<file path="config.mk">
export PLATFORM = sky130hd
export DESIGN_NAME = average_calculator
export DESIGN_NICKNAME = d
export VERILOG_FILES = /design/src/rtl/average_calculator.sv
export SDC_FILE = /design/constraint.sdc
export NUM_CORES = 1
export LEC_CHECK = 0
export ABC_AREA = 1
export CORE_ASPECT_RATIO = 1.5
export CORE_MARGIN = 10
export CORE_UTILIZATION = 54
export DETAILED_ROUTE_END_ITERATION = 6
export PLACE_DENSITY = 0.9
export SLEW_MARGIN = 20
export SYNTH_ARGS = -nofsm -noshare
export SYNTH_HDL_FRONTEND = slang
export SYNTH_SLANG_ARGS = --single-unit
</file>
<file path="constraint.sdc">
create_clock -name clk -period 3.29 [get_ports clk]
set_input_delay 0.658 -clock clk [delete_from_list [all_inputs] [get_ports clk]]
set_output_delay 0.658 -clock clk [all_outputs]
set_load 0.01 [all_outputs]
</file>
<file path="src/rtl/average_calculator.sv">
// Two-stage pipelined mean of four unsigned operands.
// Stage 1 forms pairwise sums; stage 2 adds them and divides by four (floor or round-half-up).
module average_calculator #(
   parameter int WIDTH = 8,
   parameter bit ROUND = 1'b0
) (
   input  logic               clk,
   input  logic               rst_n,
   input  logic               in_valid,
   input  logic [WIDTH-1:0]   a,
   input  logic [WIDTH-1:0]   b,
   input  logic [WIDTH-1:0]   c,
   input  logic [WIDTH-1:0]   d,
   output logic               out_valid,
   output logic [WIDTH-1:0]   avg,
   output logic [WIDTH+1:0]   sum
);

   logic               v1_q;
   logic [WIDTH:0]     sAb_q, sAb_d;
   logic [WIDTH:0]     sCd_q, sCd_d;
   logic               outValid_q;
   logic [WIDTH+1:0]   sum_q, sum_d;
   logic [WIDTH-1:0]   avg_q, avg_d;
   logic [WIDTH+1:0]   sumRounded;

   always_comb begin
      sAb_d = {1'b0, a} + {1'b0, b};
      sCd_d = {1'b0, c} + {1'b0, d};
   end

   always_ff @(posedge clk or negedge rst_n) begin
      if (!rst_n) begin
         v1_q  <= 1'b0;
         sAb_q <= '0;
         sCd_q <= '0;
      end else begin
         v1_q <= in_valid;
         if (in_valid) begin
            sAb_q <= sAb_d;
            sCd_q <= sCd_d;
         end
      end
   end

   // The +2 cannot carry out of WIDTH+2 bits: the largest sum plus two still fits.
   always_comb begin
      sum_d      = {1'b0, sAb_q} + {1'b0, sCd_q};
      sumRounded = sum_d + (WIDTH+2)'(2);
      avg_d      = ROUND ? sumRounded[WIDTH+1:2] : sum_d[WIDTH+1:2];
   end

   always_ff @(posedge clk or negedge rst_n) begin
      if (!rst_n) begin
         outValid_q <= 1'b0;
         sum_q      <= '0;
         avg_q      <= '0;
      end else begin
         outValid_q <= v1_q;
         if (v1_q) begin
            sum_q <= sum_d;
            avg_q <= avg_d;
         end
      end
   end

   assign out_valid = outValid_q;
   assign sum       = sum_q;
   assign avg       = avg_q;

endmodule

</file>
==> flow_metrics.tcl <==
set metrics [dict create \
    outcome "finished clean" \
    synth_top_area_share_pct 33.7 \
    period_share_pct 63.0 \
    antenna_found_initial 0 \
    total_power_mw 1.43 \
    ys_warn_count 0 \
    wire_per_inst_um 12.9 \
    rr_startpoint "sAb_q[0]" \
    grt_util_all_layers_pct 15.1 \
    cts_sinks 30 \
    crit_chain "clkdlybuf4s50_1 -> ha_1 -> fa_1 -> nand2_1 -> nand2_1 -> nand2_1 -> xor2_1 -> o21ai_0" \
    drc 0 \
    max-vdd-ir-drop_uv 350 \
    avgSynthCellArea_um2 7.40 \
    drv_slew 0 \
    hold_viol_final 0 \
    timing.fmax_ghz 0.482 \
    cp_slowest_stage_delay_ps 410 \
    endpoint_kind "flip-flop" \
    drive_gt1_share_pct 4.27 \
    maxCapViolCount 0 \
    die_w_um 72.5 \
    critPathArrivalTime_ps 2200 \
    antenna_cells 0 \
    path_class "input pin to flip-flop" \
    r2r.worst_path.cells 8 \
    syn_inst 301 \
    fin_nets 413 \
    dp_cells 388 \
    tns_ps 0 \
    synth.area.top_cells "dfrtp_1 (34%), nand2_1 (20%), ha_1 (14%)" \
    path_common_cell "nand2_1" \
    grt_max_degree 31 \
    cts_tree "done" \
    wl_um 5110 \
    rsz0062_at_grt "false" \
    num-fill-cells 332 \
    required_ps 3420 \
    grt_overflow 0 \
    syn-num-nets 364 \
    yosysUniqueCellTypes 23 \
    tightest_slew_ps 594 \
    synthMuxAreaShare_pct 0 \
    relSlewSlack_pct 60.3 \
    r2r_slack_ps 1620 \
    syn2layout_area_growth_pct 26.8 \
    worstSetupStartpointType "input pin" \
    synth_common_cells "nand2_1 (121), dfrtp_1 (30), inv_1 (26)" \
    ant_nets 0 \
    vias 2063 \
    row_count 28 \
    firstDrtPassIters 4 \
    pin_count 54 \
    hp-class "flip-flop to flip-flop" \
    synth_top_family_by_area "simple AND/OR/NAND/NOR gates" \
    cts_buffers 5 \
    grt_pass1_vias 2103 \
    synthAdderAreaFrac_pct 16.7 \
    rr_endpoint "avg[6]" \
    synth_edf_count 0 \
    synthFlopType "dfrtp_1" \
    yosysSeqAreaShare_pct 33.7 \
    dr.first_iter.drc_count 114 \
    netlist_area_um2 2230 \
    ys_ff_latch 30 \
    setup_violations 0 \
    min-delay-start "sum[0]" \
    path_max_fanout 2 \
    dpl.hpwl_um 4210 \
    yosysTopAreaCell "dfrtp_1" \
    power.density_nw_per_um2 506 \
    h-tree-depth 2 \
    p_leak_nw 1.48 \
    cts_buffer_depth 2 \
    period_minus_slack_ps 2070 \
    die_area_um2 7150 \
    port_buffers 53 \
    clockRootBuffer "clkbuf_8" \
    synth_compound_area_share_pct 5.28 \
    cp_slowest_cell "clkdlybuf4s50_1" \
    synth_xor_area_share_pct 1.18 \
    die_h_um 98.7 \
    start_util_pct 56.3 \
    post_cts_buffers 0 \
    cts_resized 0 \
    fin_cells 396 \
    clk_pin_slew_ps 60 \
    hold_buffers 0 \
    vias_per_cell 5.21 \
    hold_path_depth 2 \
    insertion_delay_ps 280 \
    synth_simple_gate_area_share_pct 34.3 \
    core_area_um2 3960 \
    gp_congestion 0.837 \
    async_flop_share_pct 100 \
    synth.most_common_cell "nand2_1" \
    final.setup_skew_ps 9.44 \
    hold_path_end "sum[0]" \
    grt_pass1_wl_um 8960 \
]
[layout make-up]
| class | instances | area (um^2) | share of cell area, % |
|---|---|---|---|
| inverter | 27 | 101 | 3.59 |
| multi-input combinational | 231 | 1280 | 45.3 |
| timing repair buffer | 55 | 546 | 19.3 |
| sequential | 30 | 751 | 26.6 |
| clock buffer | 7 | 86.3 | 3.05 |
| clock inverter | 1 | 5.00 | 0.177 |
| tap | 45 | 56.3 | 1.99 |
[worst max-delay path, delay by kind of cell]
kind | cells | cell delay (ps)
xor gates and xnor gates | 1 | 160
and+or+nand+nor | 3 | 250
buffers and inverters | 1 | 410
AOI/OAI and AO/OA | 1 | 90
adders and majority gates | 2 | 620
[how the worst max path moves through the flow]
stage / to / slack (ps) / cells after the start / start
final: sAb_q[4] / 1220 / 8 / a[0]
after global routing: sAb_q[4] / 1150 / 8 / a[0]
after detailed placement: sAb_q[4] / 930 / 8 / a[0]
after CTS: sAb_q[4] / 1210 / 8 / a[0]
after global placement: sCd_q[4] / 1040 / 8 / c[0]
after floorplan: sAb_q[6] / 1510 / 8 / a[0]
[sequential cells by signal, summed over array words and instances (netlist names)]
signal and count:
v1_q 1, sAb_q 9, sum 2, avg 8, sCd_q 9, out_valid 1
[stage by stage]
step                      setup WS [ps]  hold WS, ps  util, %  instance area, um^2
after CTS                          1210          475     71.4                 2830
after global routing               1150          516     71.4                 2830
after global placement             1040          455     69.1                 2740
final                              1220          470     71.4                 2830
after floorplan                    1510          362        -                 2230
after detailed placement            929          459     69.1                 2740
[where the power goes]
| part | leakage (nW) | internal (mW) | switching, mW | total (mW) |
|---|---|---|---|---|
| combinational | 1.07 | 0.324 | 0.305 | 0.629 |
| sequential | 0.360 | 0.446 | 0.0555 | 0.501 |
| clock | 0.0482 | 0.168 | 0.133 | 0.301 |
| total | 1.48 | 0.938 | 0.493 | 1.43 |
[kinds of logic (layout without fill, tap and decap cells)]
kind of cell             count (synthesis)  in the layout
AND/OR/NAND/NOR                        178            178
XOR/XNOR                                 3              3
AO/OA/AOI/OAI                           22             22
flip-flops                              30             30
adder cells (fa/ha/maj)                 28             28
buffers and inverters                   40             90
[metal layers]
layer / GRT usage (%) / vias up / wire length [um]
met5: 0 / - / 0
met4: 6.89 / 0 / 144
met3: 4.32 / 12 / 269
met2: 28.0 / 61 / 2780
met1: 14.6 / 940 / 1910
li1: - / 1050 / -
[placed cells by master, fill, tap and decap left out, drive strengths merged]
cell type / synthesis / final
a211oi: 3 / 3
a21oi: 10 / 10
and2: 3 / 3
buf: 11 / 2
clkbuf: 2 / 7
clkdlybuf4s50: 0 / 53
clkinv: 1 / 2
dfrtp: 30 / 30
fa: 3 / 3
ha: 25 / 25
inv: 26 / 26
nand2: 123 / 123
nand3: 19 / 19
nand3b: 10 / 10
nor2: 18 / 18
o21ai: 9 / 9
or2: 5 / 5
xnor2: 1 / 1
xor2: 2 / 2
Note: power is estimated with default switching activity, not from simulation.
